## src/rtl/chunker_pkg.sv

```systemverilog
// chunker_pkg: shared sizing helpers and length rule for the chunker_stream block.
package chunker_pkg;

  // Number of M-bit chunks that fit in one L-bit word.
  function automatic int calc_nr(input int l, input int m);
    return l / m;
  endfunction

  // Width needed to express a chunk count of 0..NR.
  function automatic int calc_cw(input int l, input int m);
    return $clog2((l / m) + 1);
  endfunction

  // A requested length of zero, or one beyond the word, means the whole word.
  function automatic int eff_len(input int in_len, input int nr);
    return ((in_len == 0) || (in_len > nr)) ? nr : in_len;
  endfunction

endpackage

```

## src/rtl/chunker_stream.sv

```systemverilog
// chunker_stream: splits L-bit words into M-bit chunks with a two-entry input
// buffer (ACT shifter + HOLD slot), valid/ready on both sides and a last marker.
module chunker_stream
  import chunker_pkg::*;
#(
  parameter int L = 128,
  parameter int M = 32,
  parameter bit MSB_FIRST = 1'b1,
  localparam int NR = calc_nr(L, M),
  localparam int CW = calc_cw(L, M)
) (
  input  logic          clk,
  input  logic          reset_n,
  input  logic [L-1:0]  data_in,
  input  logic [CW-1:0] in_len,
  input  logic          in_valid,
  output logic          in_ready,
  output logic [M-1:0]  q,
  output logic          out_valid,
  input  logic          out_ready,
  output logic          out_last,
  output logic          busy
);

  if ((M < 1) || (M > L) || ((L % M) != 0)) begin : g_bad_params
    $error("chunker_stream: L must be a positive integer multiple of M");
  end

  logic [L-1:0]  act_sr, act_sr_nxt;
  logic [L-1:0]  act_shifted;
  logic [CW-1:0] rem, rem_nxt;
  logic          act_full, act_full_nxt;
  logic [L-1:0]  hold_data, hold_data_nxt;
  logic [CW-1:0] hold_len, hold_len_nxt;
  logic          hold_full, hold_full_nxt;
  logic          ready_q;
  logic [CW-1:0] in_len_eff;
  logic          in_fire;
  logic          out_fire;
  logic          word_done;

  assign in_len_eff  = CW'(eff_len(int'(in_len), NR));
  assign in_fire     = in_valid && ready_q;
  assign out_fire    = act_full && out_ready;
  assign word_done   = out_fire && (rem == CW'(1));
  assign act_shifted = MSB_FIRST ? (act_sr << M) : (act_sr >> M);

  // Decide where each word lives next cycle: shift ACT, refill it from HOLD or the input, or park the input in HOLD.
  always_comb begin
    act_sr_nxt    = act_sr;
    rem_nxt       = rem;
    act_full_nxt  = act_full;
    hold_data_nxt = hold_data;
    hold_len_nxt  = hold_len;
    hold_full_nxt = hold_full;
    if (word_done) begin
      if (hold_full) begin
        act_sr_nxt    = hold_data;
        rem_nxt       = hold_len;
        hold_full_nxt = 1'b0;
      end else if (in_fire) begin
        act_sr_nxt = data_in;
        rem_nxt    = in_len_eff;
      end else begin
        act_sr_nxt   = '0;
        rem_nxt      = '0;
        act_full_nxt = 1'b0;
      end
    end else begin
      if (out_fire) begin
        act_sr_nxt = act_shifted;
        rem_nxt    = rem - CW'(1);
      end
      if (in_fire) begin
        if (!act_full) begin
          act_sr_nxt   = data_in;
          rem_nxt      = in_len_eff;
          act_full_nxt = 1'b1;
        end else begin
          hold_data_nxt = data_in;
          hold_len_nxt  = in_len_eff;
          hold_full_nxt = 1'b1;
        end
      end
    end
  end

  // Register both entries; in_ready is a flop so it never depends on out_ready in the same cycle.
  always_ff @(posedge clk or negedge reset_n) begin
    if (!reset_n) begin
      act_sr    <= '0;
      rem       <= '0;
      act_full  <= 1'b0;
      hold_data <= '0;
      hold_len  <= '0;
      hold_full <= 1'b0;
      ready_q   <= 1'b0;
    end else begin
      act_sr    <= act_sr_nxt;
      rem       <= rem_nxt;
      act_full  <= act_full_nxt;
      hold_data <= hold_data_nxt;
      hold_len  <= hold_len_nxt;
      hold_full <= hold_full_nxt;
      ready_q   <= !hold_full_nxt;
    end
  end

  assign in_ready  = ready_q;
  assign out_valid = act_full;
  assign out_last  = act_full && (rem == CW'(1));
  assign busy      = act_full || hold_full;
  assign q         = !act_full ? '0 : (MSB_FIRST ? act_sr[L-1 -: M] : act_sr[M-1:0]);

endmodule

```

## config.mk

```make
export PLATFORM = sky130hd
export DESIGN_NAME = chunker_stream
export DESIGN_NICKNAME = d
export VERILOG_FILES = /design/src/rtl/chunker_pkg.sv /design/src/rtl/chunker_stream.sv
export SDC_FILE = /design/constraint.sdc
export NUM_CORES = 1
export LEC_CHECK = 0
export BUFFER_PORTS_ARGS = -buffer_cell sky130_fd_sc_hd__buf_2
export CAP_MARGIN = 20
export CORE_ASPECT_RATIO = 0.9
export CORE_MARGIN = 4
export CORE_UTILIZATION = 52
export CTS_CLUSTER_SIZE = 24
export DETAILED_ROUTE_END_ITERATION = 8
export GPL_TIMING_DRIVEN = 0
export PLACE_DENSITY = 0.84
export SYNTH_ARGS = -nofsm -noshare
export SYNTH_HDL_FRONTEND = slang
export SYNTH_SLANG_ARGS = --single-unit
```

## constraint.sdc

```tcl
create_clock -name clk -period 1.8 [get_ports clk]
set_input_delay 0.27 -clock clk [delete_from_list [all_inputs] [get_ports clk]]
set_output_delay 0.27 -clock clk [all_outputs]
set_load 0.01 [all_outputs]
```

; ---- Yosys cells after proc, flatten, opt, wreduce, memory -nomap -nowiden
; Cells that the tools add are included.
; W data, S select, Z words.
[totals]
ff_bits = 265
inputBits = 135
elab_cells = 45
[op_classes]
n_addsub = 1
n_lt_le_gt_ge = 1
eq_ne = 3
mux = 21
bitwise = 1
n_reduce_logical = 11
[op_table]
columns = operator, count
row1 = $mux W128, 6
row2 = $mux W32, 1
row3 = $mux W3, 7
row4 = $mux W1, 7
row5 = $reduce_and A3 Y1, 2
row6 = $logic_and A1 B1 Y1, 4
row7 = $ne A2 B2 Y1 const B, 2
row8 = $eq A3 B1 Y1 const B, 1
row9 = $gt A3 B3 Y1 const B, 1
row10 = $logic_not A3 Y1, 1
row11 = $sub A3 B1 Y3 const B, 1
row12 = $logic_or A1 B1 Y1, 2
row13 = $reduce_bool A2 Y1, 1
row14 = $logic_not A1 Y1, 1
row15 = $not A1 Y1, 1

; ---- Logic depth before layout (Yosys ltp)
; Gate-level depths: netlist (run 1).
[logic_depth]
word_depth = 6
depth_mapped = 8

; ---- Worst setup path before layout (run 1)
; Ideal clock, no wire load.
[synth_timing]
path_kind = register to register
startpoint = register rem[1]
endpoint = register hold_data[100]
setup_time_ns = 0.127
arrival_time_ns = 1.710
t_required_ns = 1.673
path_slack_ns = -0.037
stages_incl_launch_ff = 9
n_path_buf = 3
period_less_slack_ns = 1.837
cell_sequence = dfrtp_1 inv_1 ha_1 nand2b_1 buf_2 o211ai_2 buf_6 buf_6 mux2_1
[synth_between]
elab_chain_len = 4
[synth_lines]
columns = element, line_no
row1 = from (decl), chunker_stream.sv:31  ; logic [CW-1:0] rem, rem_nxt;
row2 = from (signal assigned), chunker_stream.sv:100  ; rem <= rem_nxt;
row3 = $eq A3 B1 Y1, chunker_stream.sv:45  ; assign word_done = out_fire && (rem == CW'(1));
row4 = $logic_and A1 B1 Y1, chunker_stream.sv:45
row5 = $not A1 Y1 (no line), n/a
row6 = $reduce_and A3 Y1 (no line), n/a
row7 = to (signal assigned), chunker_stream.sv:102  ; hold_data <= hold_data_nxt;
row8 = to (decl), chunker_stream.sv:33  ; logic [L-1:0] hold_data, hold_data_nxt;
; No other way between the ends.
; A chain may end at the register's enable or synchronous reset.

; ---- Worst setup path in the final report (run 1)
[layout_timing]
startpoint = register rem[1]
endpoint = register hold_data[122]
; Same word-level chain as after synthesis.

==> results of run 1 <==
==> repair_timing <==
action	CTS	global route
cloned	15	18
hold buffers	94	0
buffers inserted	32	20
hold endpoints to repair	216	0
pin swaps	4	56
endpoints found under the setup margin	296	406
gates resized for setup	262	271
==> flip-flops by register name, summed over array words and instances (netlist names) <==
register / cells
rem: 3
hold_data: 128
hold_len: 3
out_valid: 1
in_ready: 1
hold_full: 1
act_sr: 128
==> metrics by stage <==
step | instance area, sq um | TNS (ns) | total power, mW | worst slack (ns)
after floorplan | 12830 | 0 | 16.01 | 0.01308
after global placement | 14060 | -1203.17 | 18.30 | -4.306
after detailed placement | 14130 | -79.29 | 18.80 | -0.4354
after CTS | 17340 | -17.12 | 26.61 | -0.1381
after global routing | 18650 | -44.27 | 31.61 | -0.2771
final | 18650 | -46.31 | 30.89 | -0.2980
==> kinds of logic (layout without fill, tap and decap cells) <==
logic type      Yosys count  in the layout
fa+ha+maj                 3              3
simple gates             91             91
mux                     167            167
compound gates          364            364
flops                   265            265
buf+inv                 121            506
==> power groups by stage <==
stage	Clock (mW)	Sequential, mW	Combinational [mW]
after global routing	5.46	10.8	15.4
final	5.29	10.6	15.0
after global placement	0	9.99	8.31
after detailed placement	0	10.2	8.64
after floorplan	0	9.52	6.49
after CTS	5.16	10.1	11.3
==> critical path: stages (launching register included) <==
cell and delay [ns]:
dfrtp_1 0.41, inv_2 0.10, ha_4 0.14, nand2b_1 0.08, buf_6 0.14, o211ai_4 0.24, buf_12 0.18, buf_12 0.12
buf_12 0.11, buf_12 0.14, mux2_4 0.31
==> cell type report <==
| class | instances | area (sq um) | area share [%] |
|---|---|---|---|
| inverter | 6 | 22.52 | 0.1207 |
| clock buffer | 41 | 758.2 | 4.065 |
| clock inverter | 3 | 18.77 | 0.1006 |
| sequential | 265 | 6635 | 35.57 |
| timing repair buffer | 347 | 3303 | 17.71 |
| multi-input combinational | 625 | 6272 | 33.63 |
| tap | 308 | 385.4 | 2.066 |
| buffer | 109 | 1256 | 6.735 |
==> worst min path at each step <==
stage	from	endpoint	cells past startpoint
global route	data_in[89]	hold_data[89]$_DFFE_PN0P_	2
detailed placement	reset_n	hold_data[5]$_DFFE_PN0P_	1
CTS	data_in[32]	act_sr[32]$_DFF_PN0_	2
global placement	hold_data[89]$_DFFE_PN0P_	hold_data[89]$_DFFE_PN0P_	1
finish	data_in[88]	act_sr[88]$_DFF_PN0_	2
floorplan	reset_n	act_sr[0]$_DFF_PN0_	0
==> routing by layer <==
layer / track usage, % / vias up / part of all wire, %
met5: 0 / - / 0
met4: 13.15 / 0 / 7.7
met3: 7.589 / 331 / 11
met2: 50.57 / 1034 / 46
met1: 40.34 / 6006 / 36
li1: - / 4725 / -
==> synth_stat cells, types with 6 or more instances <==
master and count:
a22oi_1 33, buf_6 9, mux2_2 64, a221o_1 96, and2_1 36, a32o_1 95, buf_1 7, clkbuf_1 62
buf_2 37, mux2_1 67, nand2_1 8, o22ai_1 35, nor2b_1 35, inv_1 6, dfrtp_1 265, mux2i_1 36
a21boi_0 95
==> cells in the final DEF (no fill, tap or decap), types with 3 or more instances in the layout <==
master and n:
a32o_2 9, nand2_1 7, buf_12 26, dfrtp_1 262
a22oi_1 33, clkbuf_8 10, dlygate4sd3_1 94, clkbuf_1 27
buf_16 7, a221o_1 96, nor2b_1 34, a32o_1 86
clkbuf_2 16, mux2i_1 36, o22ai_1 35, and2_4 35
dfrtp_2 3, a21boi_0 95, clkbuf_16 51, buf_6 57
buf_8 29, buf_2 144, buf_4 36, mux2_4 130
inv_1 5
==> flow_metrics.tcl, run 1 <==
set metrics [dict create \
    total_leakage_power_nw 9.048 \
    drive_above_1_share_pct 40.76 \
    h-tree-depth 1 \
    synth_compound_area_share_pct 24.75 \
    antennaDiodeCount 0 \
    drv_slew 0 \
    first_global_vias 11521 \
    ys_warn_count 0 \
    synth_top_family_by_area "compound AO/OA/AOI/OAI gates" \
    finalCritPeriodShare_pct 116.6 \
    clkSinkCount 265 \
    synth_xor_area_share_pct 0 \
    power.internal_mw 20.04 \
    synthesis.nets 1149 \
    synth_area_sq_um 12810 \
    synth-adder-area-share_pct 0.2930 \
    viasPerCell 7.099 \
    cts.clk_slew.worst_paths_ns 0.06 \
    seqPwrFrac_pct 34.4 \
    slew-limit-headroom_pct 56.34 \
    crit_fanout 8 \
    power_density_nw_per_um2 1656 \
    wirelength_microns 51950 \
    clk_latency_ns 0.55 \
    rr_worst_depth 10 \
    drc 0 \
    crit_required_ns 2.23 \
    netlist_top_cells_area "dfrtp_1 (52%), a221o_1 (7.5%), a32o_1 (7.4%)" \
    fp.dieW_microns 173.4 \
    root_buffer "clkbuf_16" \
    rr_endpoint "hold_data[122]$_DFFE_PN0P_" \
    initial_utilization_pct 52.81 \
    synth-seq-cells 265 \
    row_count 54 \
    synth_top_area_share_pct 51.77 \
    violations "setup timing" \
    globalplace.congestion 0.9358 \
    vias 12096 \
    hold_viol 0 \
    wire_per_inst_microns 30.48 \
    hold_path_class "in -> reg" \
    synth_cells 1011 \
    gr-total-overflow 0 \
    synth_top_cell_by_area "dfrtp_1" \
    period_needed_ns 2.098 \
    cp_data_arrival_time_ns 2.53 \
    syn_area_per_cell_sq_um 12.67 \
    r2r_slack_ns -0.30 \
    endpoint "hold_data[122]$_DFFE_PN0P_" \
    synth_edf_count 0 \
    pwr-share-clk_pct 17.1 \
    ys_types 34 \
    dp_cells 1491 \
    holdWs_ns 0.0006904 \
    yosys.area_share.simple_pct 4.425 \
    comb_power_share_pct 48.4 \
    worst_clock_skew_ns 0.01088 \
    ys_seq_area_share_pct 51.77 \
    nFillCells 1324 \
    p_sw_share_pct 35.13 \
    antenna_found_initial 0 \
    drv_cap 0 \
    async_flop_share_pct 100.0 \
    start_kind "register" \
    grt_pass1_wl_microns 66860 \
    cts_tree "done" \
    nets 1519 \
    ir_worst_vdd_mv 1.001 \
    area_growth_pct 45.60 \
    ant_nets 0 \
    final_util_pct 76.90 \
    dieArea_sq_um 27210 \
    dr.first_iter.drc_count 1663 \
    status "complete, but fails checks" \
    end_kind "register" \
    post-dp-hpwl_microns 25840 \
    fp.dieH_microns 156.9 \
    first_pass_iters 6 \
    path_class "reg -> reg" \
    cts_buffers 27 \
    io_pins 171 \
    tightestPinTransition_ns 0.6550 \
    grt_max_degree 112 \
    crit_path_start "rem[1]$_DFF_PN0_" \
    fmax_mhz 476.6 \
    port-buffer-count 170 \
    rsz0062_at_grt "yes" \
    fin_ws_ns -0.2980 \
    ys.flop_type "dfrtp_1" \
    coreArea_sq_um 24260 \
    grt_use_total_pct 31.08 \
    p_switching_mw 10.85 \
    stdcell_count 1704 \
    setup_viol 277 \
    synth.area.mux_share_pct 14.33 \
    clk_path_buf_depth 3 \
    r2r_start "rem[1]$_DFF_PN0_" \
]
Note: power is estimated with default switching activity, not from simulation.
==> inputs of run 2 (changes only) <==
--- a/config.mk
+++ b/config.mk
@@ -5,15 +5,16 @@
 export SDC_FILE = /design/constraint.sdc
 export NUM_CORES = 1
 export LEC_CHECK = 0
-export BUFFER_PORTS_ARGS = -buffer_cell sky130_fd_sc_hd__buf_2
 export CAP_MARGIN = 20
 export CORE_ASPECT_RATIO = 0.9
 export CORE_MARGIN = 4
-export CORE_UTILIZATION = 52
+export CORE_UTILIZATION = 58
 export CTS_CLUSTER_SIZE = 24
 export DETAILED_ROUTE_END_ITERATION = 8
+export DONT_BUFFER_PORTS = 1
 export GPL_TIMING_DRIVEN = 0
 export PLACE_DENSITY = 0.84
+export SKIP_LAST_GASP = 1
 export SYNTH_ARGS = -nofsm -noshare
 export SYNTH_HDL_FRONTEND = slang
 export SYNTH_SLANG_ARGS = --single-unit
==> constraint.sdc (replaced) <==
create_clock -name clk -period 1.8 [get_ports clk]
set_input_delay 0.27 -clock clk [delete_from_list [all_inputs] [get_ports clk]]
set_output_delay 0.27 -clock clk [all_outputs]
set_load 0.1 [all_outputs]
==> run 2 against run 1 <==
Effect of this change: the run ends with hold timing, setup timing left; sequential share of layout area is 4.2 points higher; count of clock-buffer cells in the layout fell by 1; combinational power shrank 10%; total power down 2.4%; routed wire length is 19% lower; flip-flop and latch count did not move; clock power is 15% higher; clock skew grew 0.0043 ns; die area fell by 9.9%; critical path depth fell by 5.
==> flow_metrics.tcl, run 2 (synthesis gave the netlist of run 1 again) <==
set metrics [dict create \
    status "complete, but fails checks" \
    violations "hold timing, setup timing" \
    period_needed_ns 2.307 \
    drv_cap 0 \
    cts_tree "done" \
    start_kind "register" \
    cp_data_arrival_time_ns 2.76 \
    ant_nets 0 \
    comb_power_share_pct 44.7 \
    gr-total-overflow 0 \
    crit_path_start "in_ready$_DFF_PN0_" \
    cpMostUsedCell "buf_2" \
    final_cell_mix "dfrtp_1 (262), dlygate4sd3_1 (130), a221o_1 (96)" \
    grt_use_total_pct 33.87 \
    ir_worst_vdd_mv 1.281 \
    viasPerCell 7.045 \
    rr_endpoint "act_sr[115]$_DFF_PN0_" \
    nets 1348 \
    dp_cells 1302 \
    seqPwrFrac_pct 35.2 \
    dieArea_sq_um 24530 \
    path_class "reg -> reg" \
    setup_tns_ns -78.55 \
    setup_viol 296 \
    tightestPinTransition_ns 0.7386 \
    r2r_start "in_ready$_DFF_PN0_" \
    cts.clk_slew.worst_paths_ns 0.07 \
    fp.dieH_microns 149.0 \
    grt_max_degree 266 \
    endpoint "act_sr[115]$_DFF_PN0_" \
    holdWs_ns -0.5680 \
    path_buf_inv 2 \
    grt_pass1_wl_microns 64880 \
    fin_ws_ns -0.5070 \
    slew-limit-headroom_pct 50.76 \
    rr_worst_depth 5 \
    worstPathCellList "nand2_1 -> a21oi_2 -> buf_2 -> buf_2 -> a221o_1" \
    first_pass_iters 5 \
    hold_buffers 130 \
    total_leakage_power_nw 7.595 \
    wire_per_inst_microns 27.52 \
    cpMaxStageDelayCell "dfrtp_4" \
    crit_fanout 10 \
    drc 0 \
    stdcell_count 1523 \
    first_global_vias 11124 \
    p_sw_share_pct 38.59 \
    dpl_worst_slack_ns -0.5698 \
    worst_clock_skew_ns 0.01521 \
    globalplace.congestion 0.8882 \
    rsz0062_at_grt "yes" \
    finalCritPeriodShare_pct 128.2 \
    initial_utilization_pct 59.04 \
    clk_latency_ns 0.54 \
    crit_cells 5 \
    power.internal_mw 18.52 \
    root_buffer "clkbuf_16" \
    h-tree-depth 1 \
    wirelength_microns 41920 \
    cp_top_family "buffers and inverters" \
    biggestRegsByFlops "act_sr x128, hold_data x128" \
    drive_above_1_share_pct 27.26 \
    cts_buffers 27 \
    end_kind "register" \
    fp.dieW_microns 164.7 \
    clk_path_buf_depth 3 \
    final_common_cell "dfrtp_1" \
    drv_slew 0 \
    io_pins 171 \
    port-buffer-count 0 \
    final_area_sq_um 16690 \
    hold_path_class "in -> async" \
    r2r_slack_ns -0.51 \
    clkSinkCount 265 \
    p_switching_mw 11.64 \
    row_count 51 \
    worst_path_largest_cell_delay_ns 0.64 \
    post-dp-hpwl_microns 24900 \
    coreArea_sq_um 21700 \
    power_density_nw_per_um2 1806 \
    pwr-share-clk_pct 20.2 \
    area_growth_pct 30.32 \
    dr.first_iter.drc_count 1334 \
    hold_viol 265 \
    fmax_mhz 433.5 \
    placed_cell_area_sq_um 13500 \
    vias 10729 \
    antenna_found_initial 4 \
    crit_required_ns 2.25 \
]
==> run 2: worst reg2reg max path, cell delays in order, from the launching register on <==
cell and delay, ns:
dfrtp_4 0.64, nand2_1 0.22, a21oi_2 0.41, buf_2 0.38, buf_2 0.32, a221o_1 0.25
==> run 2: repair_timing <==
| item | 4_1_cts | 5_1_grt |
|---|---|---|
| buffers inserted | 24 | 2 |
| endpoints found under the hold margin | 521 | 265 |
| gates cloned | 15 | 0 |
| endpoints found under the setup margin | 299 | 296 |
| resized for setup | 123 | 3 |
| pin swaps | 35 | 3 |
==> run 2: final cells by class <==
type                       instances  area [sq um]
multi-input combinational        626          6003
fill                            1269          5002
tap                              291         364.1
clock buffer                      40         774.5
buffer                           114         905.9
clock inverter                     8         165.2
sequential                       265          6640
antenna                            3         7.507
inverter                           6         22.52
timing repair buffer             170          1810
==> run 2: worst min path at each step <==
stage	endpoint	from	cells after the start	slack, ns
final	act_sr[125]$_DFF_PN0_	reset_n	0	-0.57
after global routing	act_sr[125]$_DFF_PN0_	reset_n	0	-0.58
after CTS	act_sr[126]$_DFF_PN0_	reset_n	0	-0.58
after detailed placement	hold_data[125]$_DFFE_PN0P_	reset_n	0	-0.01
after global placement	act_sr[126]$_DFF_PN0_	reset_n	0	-0.02
after floorplan	act_sr[0]$_DFF_PN0_	reset_n	0	-0.03
==> run 2: power by group through the flow <==
stage	Sequential [mW]	Clock (mW)	Combinational [mW]
global placement	10.2	0	10.9
finish	10.6	6.09	13.5
global route	10.8	6.32	14.1
CTS	10.4	6.04	13.0
floorplan	9.73	0	9.69
detailed placement	10.4	0	11.2
==> run 2: layer usage <==
| metal | routed length, microns | vias up | part of all wire, % | global-route usage (%) |
|---|---|---|---|---|
| li1 | - | 4402 | - | - |
| met1 | 16180 | 5455 | 39 | 45.32 |
| met2 | 19950 | 731 | 48 | 55.43 |
| met3 | 4290 | 137 | 10 | 7.682 |
| met4 | 1476 | 4 | 3.5 | 10.64 |
| met5 | 26 | - | 0.062 | 0 |
==> run 2: metrics by stage <==
stage	power [mW]	utilization, %
after floorplan	19.42	-
after global placement	21.12	62.23
after detailed placement	21.58	62.23
after CTS	29.38	76.82
after global routing	31.19	76.93
final	30.15	76.94
